[src/rtl/alu_wb_if.sv]
// Handshake bundle between the ALU stage and the writeback buffer. The master
// drives in_* and out_ready; the slave (the buffer) drives in_ready and out_*.
interface alu_wb_if #(
  parameter int WIDTH = 32
);
  logic             in_valid;
  logic             in_ready;
  logic [WIDTH-1:0] in_result;
  logic             in_zero;
  logic             in_carry;
  logic             in_negative;
  logic             in_overflow;
  logic [3:0]       in_flag_we;
  logic [4:0]       in_rd;

  logic             out_valid;
  logic             out_ready;
  logic [WIDTH-1:0] out_result;
  logic [3:0]       out_flags;
  logic [4:0]       out_rd;
  logic             out_we;

  modport master (
    output in_valid, in_result, in_zero, in_carry, in_negative, in_overflow,
           in_flag_we, in_rd, out_ready,
    input  in_ready, out_valid, out_result, out_flags, out_rd, out_we
  );

  modport slave (
    input  in_valid, in_result, in_zero, in_carry, in_negative, in_overflow,
           in_flag_we, in_rd, out_ready,
    output in_ready, out_valid, out_result, out_flags, out_rd, out_we
  );
endinterface

[src/rtl/alu_wb_stage.sv]
// Two-entry skid buffer behind the ALU: holds {result, flags, rd} beats, keeps
// the architectural flag register and counts retired (popped) operations.
module alu_wb_stage #(
  parameter int WIDTH = 32,
  parameter int CNT_W = 16
) (
  input  logic             clk,
  input  logic             rst_n,
  alu_wb_if.slave          bus,
  output logic [3:0]       psw,
  output logic [CNT_W-1:0] retired,
  output logic [1:0]       dbg_count
);

  // Handshake: a beat moves on a rising edge where valid && ready are both 1.
  // in_ready is a function of registered state only, so out_ready never reaches it.
  logic [WIDTH-1:0] mem_result [2];
  logic [3:0]       mem_flags  [2];
  logic [4:0]       mem_rd     [2];
  logic             wptr;
  logic             rptr;
  logic [1:0]       count;
  logic             rdy_q;
  logic             push;
  logic             pop;
  logic [3:0]       in_flags;

  assign in_flags     = {bus.in_overflow, bus.in_negative, bus.in_carry, bus.in_zero};
  assign bus.in_ready = rdy_q && (count != 2'd2);
  assign bus.out_valid = (count != 2'd0);
  assign push         = bus.in_valid && bus.in_ready;
  assign pop          = bus.out_valid && bus.out_ready;

  assign bus.out_result = mem_result[rptr];
  assign bus.out_flags  = mem_flags[rptr];
  assign bus.out_rd     = mem_rd[rptr];
  assign bus.out_we     = bus.out_valid && (mem_rd[rptr] != 5'd0);
  assign dbg_count      = count;

  always_ff @(posedge clk or negedge rst_n) begin
    if (!rst_n) begin
      for (int i = 0; i < 2; i++) begin
        mem_result[i] <= '0;
        mem_flags[i]  <= '0;
        mem_rd[i]     <= '0;
      end
      wptr    <= 1'b0;
      rptr    <= 1'b0;
      count   <= 2'd0;
      rdy_q   <= 1'b0;
      psw     <= 4'b0000;
      retired <= '0;
    end else begin
      rdy_q <= 1'b1;
      if (push) begin
        mem_result[wptr] <= bus.in_result;
        mem_flags[wptr]  <= in_flags;
        mem_rd[wptr]     <= bus.in_rd;
        wptr             <= ~wptr;
        // psw tracks accepted beats, so it may run ahead of the head entry.
        for (int i = 0; i < 4; i++) begin
          if (bus.in_flag_we[i]) psw[i] <= in_flags[i];
        end
      end
      if (pop) begin
        rptr    <= ~rptr;
        retired <= retired + CNT_W'(1);
      end
      case ({push, pop})
        2'b10:   count <= count + 2'd1;
        2'b01:   count <= count - 2'd1;
        default: count <= count;
      endcase
    end
  end

endmodule

[src/flat_wrapper.sv]
// flat-port wrapper written by rule: the top's interface ports become plain ports
module alu_wb_stage_flat 
#(
  parameter int WIDTH = 32,
  parameter int CNT_W = 16
)
  (clk, rst_n, psw, retired, dbg_count, bus_in_valid, bus_in_result, bus_in_zero, bus_in_carry, bus_in_negative, bus_in_overflow, bus_in_flag_we, bus_in_rd, bus_out_ready, bus_in_ready, bus_out_valid, bus_out_result, bus_out_flags, bus_out_rd, bus_out_we);
  alu_wb_if #(.WIDTH(WIDTH)) bus_i ();
  input  logic clk;
  input  logic rst_n;
  output logic [3:0] psw;
  output logic [CNT_W-1:0] retired;
  output logic [1:0] dbg_count;
  input wire logic [$bits(bus_i.in_valid)-1:0] bus_in_valid;
  input wire logic [$bits(bus_i.in_result)-1:0] bus_in_result;
  input wire logic [$bits(bus_i.in_zero)-1:0] bus_in_zero;
  input wire logic [$bits(bus_i.in_carry)-1:0] bus_in_carry;
  input wire logic [$bits(bus_i.in_negative)-1:0] bus_in_negative;
  input wire logic [$bits(bus_i.in_overflow)-1:0] bus_in_overflow;
  input wire logic [$bits(bus_i.in_flag_we)-1:0] bus_in_flag_we;
  input wire logic [$bits(bus_i.in_rd)-1:0] bus_in_rd;
  input wire logic [$bits(bus_i.out_ready)-1:0] bus_out_ready;
  output wire logic [$bits(bus_i.in_ready)-1:0] bus_in_ready;
  output wire logic [$bits(bus_i.out_valid)-1:0] bus_out_valid;
  output wire logic [$bits(bus_i.out_result)-1:0] bus_out_result;
  output wire logic [$bits(bus_i.out_flags)-1:0] bus_out_flags;
  output wire logic [$bits(bus_i.out_rd)-1:0] bus_out_rd;
  output wire logic [$bits(bus_i.out_we)-1:0] bus_out_we;
  assign bus_i.in_valid = bus_in_valid;
  assign bus_i.in_result = bus_in_result;
  assign bus_i.in_zero = bus_in_zero;
  assign bus_i.in_carry = bus_in_carry;
  assign bus_i.in_negative = bus_in_negative;
  assign bus_i.in_overflow = bus_in_overflow;
  assign bus_i.in_flag_we = bus_in_flag_we;
  assign bus_i.in_rd = bus_in_rd;
  assign bus_i.out_ready = bus_out_ready;
  assign bus_in_ready = bus_i.in_ready;
  assign bus_out_valid = bus_i.out_valid;
  assign bus_out_result = bus_i.out_result;
  assign bus_out_flags = bus_i.out_flags;
  assign bus_out_rd = bus_i.out_rd;
  assign bus_out_we = bus_i.out_we;
  alu_wb_stage #(.WIDTH(WIDTH), .CNT_W(CNT_W)) u_core (.clk(clk), .rst_n(rst_n), .bus(bus_i), .psw(psw), .retired(retired), .dbg_count(dbg_count));
endmodule
[config.mk]
export PLATFORM = sky130hd
export DESIGN_NAME = alu_wb_stage_flat
export DESIGN_NICKNAME = d
export VERILOG_FILES = /design/src/rtl/alu_wb_if.sv /design/src/rtl/alu_wb_stage.sv /design/src/flat_wrapper.sv
export SDC_FILE = /design/constraint.sdc
export NUM_CORES = 1
export LEC_CHECK = 0
export BUFFER_PORTS_ARGS = -buffer_cell sky130_fd_sc_hd__buf_2
export CAP_MARGIN = 10
export CORE_ASPECT_RATIO = 0.9
export CORE_MARGIN = 2
export CORE_UTILIZATION = 45
export DETAILED_ROUTE_END_ITERATION = 7
export PLACE_DENSITY = 0.73
export SLEW_MARGIN = 5
export SYNTH_ARGS = -nofsm -noshare
export SYNTH_HDL_FRONTEND = slang
export SYNTH_SLANG_ARGS = --single-unit
[constraint.sdc]
create_clock -name clk -period 2.1 [get_ports clk]
set_clock_uncertainty 0.15 [all_clocks]
set_input_delay 0 -clock clk [delete_from_list [all_inputs] [get_ports clk]]
set_output_delay 0 -clock clk [all_outputs]
set_load 0.1 [all_outputs]
==> summary.txt, run 1 <==
GRT
  – Global-route wire length before repair: 17310 µm
  – Overall Global Routing Usage: 19.12%
  – Maximum number of pins on one net before global-route repair: 54
  – Vias in the first global route: 3376
  – Antenna violations before repair: 0
  – Total congestion overflow after global routing: 0

Timing
  – Final setup margin: -0.09851 ns
  – Setup repair after global routing missed its margin: true
  – Total count of hold-check failures in the final report: 0
  – Final Max Tran Viols: 0
  – Final worst path period need: 2.199 ns
  – Worst hold slack: 0.006242 ns
  – Fin crit share: 104.7%
  – Final setup vio count: 1
  – Achievable clock frequency: 454.9 MHz

Floorplanning
  – Height of the die: 102.5 µm
  – Row Count: 35
  – Total core area: 10380 µm²
  – Die area: 11630 µm²
  – Top-level I/O count: 115
  – Initial standard-cell utilization of the core: 46.75%
  – X dimension of the die: 113.5 µm

Placement
  – Final weighted congestion in routability-driven placement: 0.7905
  – Area after DPL: 6196 µm²
  – Cell total after placement: 554
  – Dpl hpwl: 6806 µm
  – Number of buffer cells added on primary ports: 114

Clocking
  – Buffer levels on the longest clock path: 2
  – Clock tree from TritonCTS: built
  – # H-tree levels: 3
  – Clk sink count: 107
  – Clock Tree Root: sky130_fd_sc_hd__clkbuf_16
  – Worst-Skew Late Latency: 0.33 ns
  – Total clock buffers created by CTS: 9
  – Clock transition at path regs: 0.07 ns

Detailed routing
  – Wire length reported by the detailed router: 10380 µm
  – Via total after detailed routing: 3123
  – Antenna-violating nets left: 0
  – Routed length per placed instance: 16.76 µm
  – Total iterations of the first detailed-routing run: 4
  – Violation count after the first detailed-route iteration: 76
  – Vias per std cell: 5.045
  – Post-route DRC: 0

Logic synthesis
  – Fraction of the yosys area taken by sequential cells: 55.18%
  – Netlist area before placement: 4852 µm²
  – Largest cells by area after synthesis: sky130_fd_sc_hd__dfrtp_1 55%, sky130_fd_sc_hd__mux2_2 19%, sky130_fd_sc_hd__mux2_4 12%
  – Most frequently used flop master after synthesis: sky130_fd_sc_hd__dfrtp_1
  – Cell taking the most area after synthesis: sky130_fd_sc_hd__dfrtp_1
  – Average cell area after synthesis: 15.31 µm²
  – Number of flip-flops and latches in the synthesized netlist: 107
  – Top post-synthesis cells by count: 107 x sky130_fd_sc_hd__dfrtp_1, 84 x sky130_fd_sc_hd__mux2_2, 40 x sky130_fd_sc_hd__mux2_4, 11 x sky130_fd_sc_hd__buf_6, 11 x sky130_fd_sc_hd__xnor2_1
  – Post-synth ARST share: 100.0%
  – Most numerous cell in the Yosys netlist: sky130_fd_sc_hd__dfrtp_1
  – Synthesis Warnings: 0
  – Count of flip-flops with a built-in enable after synthesis: 0
  – Number of distinct library cells after synthesis: 30
  – Proportion of netlist area held by the largest area contributor: 55.18%
  – Total nets after synthesis: 368
  – Number of instances in the synthesized netlist: 317

Worst setup path
  – Largest driver fanout on the critical path: 7
  – Element type at the critical path end: output pin
  – Kind of critical path: flip-flop to output pin
  – Startpoint types: flip-flop
  – Crit path arrival time: 2.05 ns
  – Data required time at the worst endpoint: 1.95 ns

Final layout
  – # diodes: 0
  – Number of nets in the final layout: 536
  – Layout cell share with drive strength beyond 1: 58.37%
  – Final core utilization: 67.55%
  – Layout area overhead: 44.48%
  – Non-filler cells, final: 619
  – Final design area excluding fillers: 7010 µm²

Status
  – Outcome: finished with violations
  – Violated checks: setup timing

Run
  – # Max-Cap Violations: 0

Hold path
  – Worst min-delay path category: input pin to asynchronous set/reset pin
-- cell families (layout without fill, tap and decap cells) --
family / after synthesis / after routing / share of synthesized area (%)
muxes: 128 / 128 / 32.80
DFF: 107 / 107 / 55.18
and+or+nand+nor: 37 / 37 / 4.101
xor gates and xnor gates: 20 / 20 / 3.610
buffers and inverters: 20 / 193 / 3.404
adders and majority gates: 2 / 2 / 0.5156
AOI/OAI and AO/OA: 2 / 2 / 0.3093
other: 1 / 1 / 0.07729
-- path summary, 6_finish.rpt --
path                                                      start                           endpoint  slack [ns]  cells after the start
worst max-delay path                    u_core.rptr$_DFFE_PN0P_                         bus_out_we        -0.1                      4
worst min-delay path                                      rst_n          u_core.psw[1]$_DFFE_PN0P_       0.006                      2
worst max register to register  u_core.dbg_count[0]$_DFFE_PN0P_   u_core.mem_result[7]$_DFFE_PN0P_        0.14                      5
worst min register to register   u_core.retired[15]$_DFFE_PN0P_     u_core.retired[15]$_DFFE_PN0P_        0.32                      1
max in group asynchronous                                 rst_n  u_core.mem_result[33]$_DFFE_PN0P_        1.06                      3
min in group clk                                  bus_out_ready      u_core.retired[4]$_DFFE_PN0P_        0.04                      4
-- registers in the layout, summed over array words and instances (netlist names) --
name,count
u_core.psw,4
u_core.mem_flags,8
u_core.rptr,1
u_core.mem_rd,10
u_core.wptr,1
u_core.retired,16
u_core.dbg_count,2
u_core.mem_result,64
u_core.rdy_q,1
-- cells in the final DEF (no fill, tap or decap), drive strengths merged, types with 3 or more instances in the layout --
master and count:
xnor2 11, dlygate4sd3 46, nand2 11, mux2 128, inv 5, xor2 9, dfrtp 107, buf 127
nor3 4, and3 3, clkbuf 12, nor2 3, nand3 4
-- repair_timing --
| item | 4_1_cts | 5_1_grt |
|---|---|---|
| setup buffers | 3 | 0 |
| setup endpoints to repair | 1 | 14 |
| endpoints found under the hold margin | 193 | 0 |
| hold buffers | 47 | 0 |
| gates resized for setup | 9 | 0 |
-- worst max-delay path: stages, from the launching register on --
cell and delay [ns]:
sky130_fd_sc_hd__dfrtp_2 0.47, sky130_fd_sc_hd__mux2_4 0.33, sky130_fd_sc_hd__or4_4 0.54, sky130_fd_sc_hd__o21a_4 0.22, sky130_fd_sc_hd__buf_12 0.16
-- area by class of cell --
type / instances / area, µm²
Clock buffer: 12 / 246.5
Clock inverter: 4 / 48.80
Fill cell: 716 / 3368
Inverter: 4 / 15.01
Multi-Input combinational cell: 190 / 2032
Sequential cell: 107 / 2695
Tap cell: 129 / 161.4
Timing Repair Buffer: 173 / 1812
-- layer usage --
metal	share of wire (%)	vias up	GRT usage, %	wire, µm
li1	-	1440	-	-
met1	43	1586	24.22	4485
met2	51	79	32.89	5308
met3	3.8	18	4.586	393
met4	1.8	0	6.191	187
met5	0	-	0	0
-- per-stage QoR --
stage | setup TNS, ns | worst slack [ns]
2_1_floorplan | 0 | 0.004886
3_3_place_gp | 0 | 0.1274
3_5_place_dp | 0 | 0.1171
4_1_cts | -0.09805 | -0.09805
5_1_grt | -0.1576 | -0.1576
6_report | -0.09851 | -0.09851
Power of run 1 is left out: the tool's default activity adds up to more than one toggle a clock period on the data nets, which glitch-free logic cannot reach.
==> inputs of run 2 (changes only) <==
Clock period 2.1 ns to 2.3 ns, I/O delays scaled along.
==> summary.txt, run 2 (same netlist as run 1, synthesis figures left out) <==
Status
  – Outcome: finished clean

Detailed routing
  – Routed length per placed instance: 16.26 µm (-3.0%)
  – Vias per std cell: 5.000 (-0.90%)
  – Total iterations of the first detailed-routing run: 4 (unchanged)
  – Antenna-violating nets left: 0 (unchanged)
  – Via total after detailed routing: 3100 (-0.74%)
  – Post-route DRC: 0 (unchanged)
  – Wire length reported by the detailed router: 10080 µm (-2.8%)
  – Violation count after the first detailed-route iteration: 144 (+89%)

Floorplanning
  – Initial standard-cell utilization of the core: 46.75% (unchanged)
  – Die area: 11630 µm² (unchanged)
  – Total core area: 10380 µm² (unchanged)
  – Height of the die: 102.5 µm (unchanged)
  – Top-level I/O count: 115 (unchanged)
  – Row Count: 35 (unchanged)
  – X dimension of the die: 113.5 µm (unchanged)

GRT
  – Layer carrying the most global-route usage: met2
  – Global-route wire length before repair: 16420 µm (-5.1%)
  – M3 GR Usage: 4.292% (-0.29 points)
  – Total congestion overflow after global routing: 0 (unchanged)
  – Antenna violations before repair: 0 (unchanged)
  – Maximum number of pins on one net before global-route repair: 45 (-17%)
  – Overall Global Routing Usage: 18.12% (-1.0 points)
  – GR Layer Usage met1: 22.19% (-2.0 points)
  – Vias in the first global route: 3285 (-2.7%)
  – Met2 track utilization from global routing: 31.78% (-1.1 points)

Worst setup path
  – Kind of critical path: flip-flop to output pin
  – Crit path arrival time: 2.07 ns (+0.02 ns)
  – Element type at the critical path end: output pin
  – Highest cell delay on the worst timing path: 0.54 ns (about the same)
  – Critical Path, Cell by Cell: mux2_2 > or4_1 > o21a_2 > buf_6
  – Data required time at the worst endpoint: 2.15 ns (+0.20 ns)
  – Worst path slowest cell: sky130_fd_sc_hd__or4_1
  – Largest driver fanout on the critical path: 7 (unchanged)
  – Startpoint types: flip-flop

Timing
  – Setup repair after global routing missed its margin: false
  – Final worst path period need: 2.221 ns
  – Final total negative setup slack: 0 ns (+0.09851 ns)
  – Achievable clock frequency: 450.2 MHz
  – Fin crit share: 96.57%
  – Headroom to the max-slew limit: 66.16%
  – Final setup vio count: 0 (-1)
  – Total count of hold-check failures in the final report: 0 (unchanged)
  – Final Max Tran Viols: 0 (unchanged)
  – Slew of the pin with the lowest slew margin: 0.5112 ns

Clocking
  – Clock transition at path regs: 0.07 ns (about the same)
  – Clock Tree Root: sky130_fd_sc_hd__clkbuf_16
  – Clk sink count: 107 (unchanged)
  – Total clock buffers created by CTS: 9 (unchanged)
  – Clock tree from TritonCTS: built
  – Buffer levels on the longest clock path: 2 (unchanged)
  – Worst-Skew Late Latency: 0.34 ns (about the same)
  – # H-tree levels: 3 (unchanged)

Final layout
  – Commonest non-fill, non-tap cells in the layout: 112 x sky130_fd_sc_hd__buf_2, 104 x sky130_fd_sc_hd__dfrtp_1, 84 x sky130_fd_sc_hd__mux2_2
  – Number of nets in the final layout: 537 (+0.19%)
  – Register containing the most flip-flops in the final layout: u_core.mem_result
  – FILL cells: 798 (+11%)
  – # diodes: 0 (unchanged)
  – Layout cell share with drive strength beyond 1: 56.21% (-2.2 points)
  – Max reg flops: 64 (unchanged)
  – Regs by FF count: u_core.mem_result: 64 flops, u_core.retired: 16 flops, u_core.mem_rd: 10 flops
  – Most common cell after layout, fill and taps aside: sky130_fd_sc_hd__buf_2
  – Layout area overhead: 30.74%

Placement
  – Final weighted congestion in routability-driven placement: 0.8072 (+2.1%)
  – Dpl hpwl: 6733 µm (-1.1%)
  – Number of buffer cells added on primary ports: 114 (unchanged)

Run
  – # Max-Cap Violations: 0 (unchanged)

Hold path
  – Worst min-delay path category: input pin to asynchronous set/reset pin
==> run 2: cell types whose count changed in the layout (fill, tap and decap cells not counted), sizes merged <==
cell,change
buf,+1
bufinv,-1
clkbuf,-1
clkinvlp,+2
==> run 2: worst max-delay path: cells and delay by family (launching register included) <==
kind | cells | cell delay (ns)
AND/OR/NAND/NOR | 1 | 0.54
buffers and inverters | 1 | 0.18
flip-flops | 1 | 0.43
multiplexers | 1 | 0.36
AO/OA/AOI/OAI | 1 | 0.22
==> run 2: what timing repair did <==
item | 4_1_cts | 5_1_grt
buffers inserted | 2 | 1
endpoints found under the hold margin | 193 | 0
hold buffers | 47 | 0
setup endpoints to repair | 1 | 1
gates resized for setup | 1 | 1
cloned | 0 | 0
==> run 2: per-stage QoR <==
| stage | cells | setup slack, ns | util [%] | instance area, µm² | hold slack [ns] |
|---|---|---|---|---|---|
| 6_report | 620 | 0.07881 | 61.12 | 6344 | 0.03629 |
| 5_1_grt | 620 | 0.02278 | 61.12 | 6344 | 0.03502 |
| 4_1_cts | 619 | 0.02830 | 61.01 | 6332 | 0.02118 |
| 3_5_place_dp | 554 | 0.3127 | 53.51 | 5554 | -0.2099 |
| 3_3_place_gp | 554 | 0.3524 | 53.51 | 5554 | -0.2126 |
| 2_1_floorplan | 317 | 0.02321 | - | 4856 | -0.4456 |
==> run 2: worst paths after layout <==
check | start | endpoint | slack (ns) | depth (start not counted)
max | u_core.rptr$_DFFE_PN0P_ | bus_out_we | 0.08 | 4
min | rst_n | u_core.mem_flags[2]$_DFFE_PN0P_ | 0.04 | 3
max reg2reg | u_core.dbg_count[0]$_DFFE_PN0P_ | u_core.mem_flags[7]$_DFFE_PN0P_ | 0.32 | 5
min reg2reg | u_core.retired[15]$_DFFE_PN0P_ | u_core.retired[15]$_DFFE_PN0P_ | 0.32 | 1
max in group asynchronous | rst_n | u_core.mem_result[18]$_DFFE_PN0P_ | 1.48 | 3
min in group clk | bus_out_ready | u_core.retired[4]$_DFFE_PN0P_ | 0.04 | 4
==> run 2: layout make-up <==
| cell class | count | area [µm²] | area share (%) |
|---|---|---|---|
| clock buffer | 11 | 242.7 | 3.826 |
| clock inverter | 5 | 37.54 | 0.5917 |
| inverter | 4 | 15.01 | 0.2367 |
| multi-input combinational | 190 | 2011 | 31.70 |
| sequential | 107 | 2681 | 42.27 |
| tap | 129 | 161.4 | 2.544 |
| timing repair buffer | 174 | 1195 | 18.84 |
==> run 2: per-layer routing <==
metal	part of all wire [%]	wire, µm
met5	0	0
met4	1.6	157
met3	3.6	359
met2	51	5169
met1	44	4397
Power of run 2 is left out for the same reason.
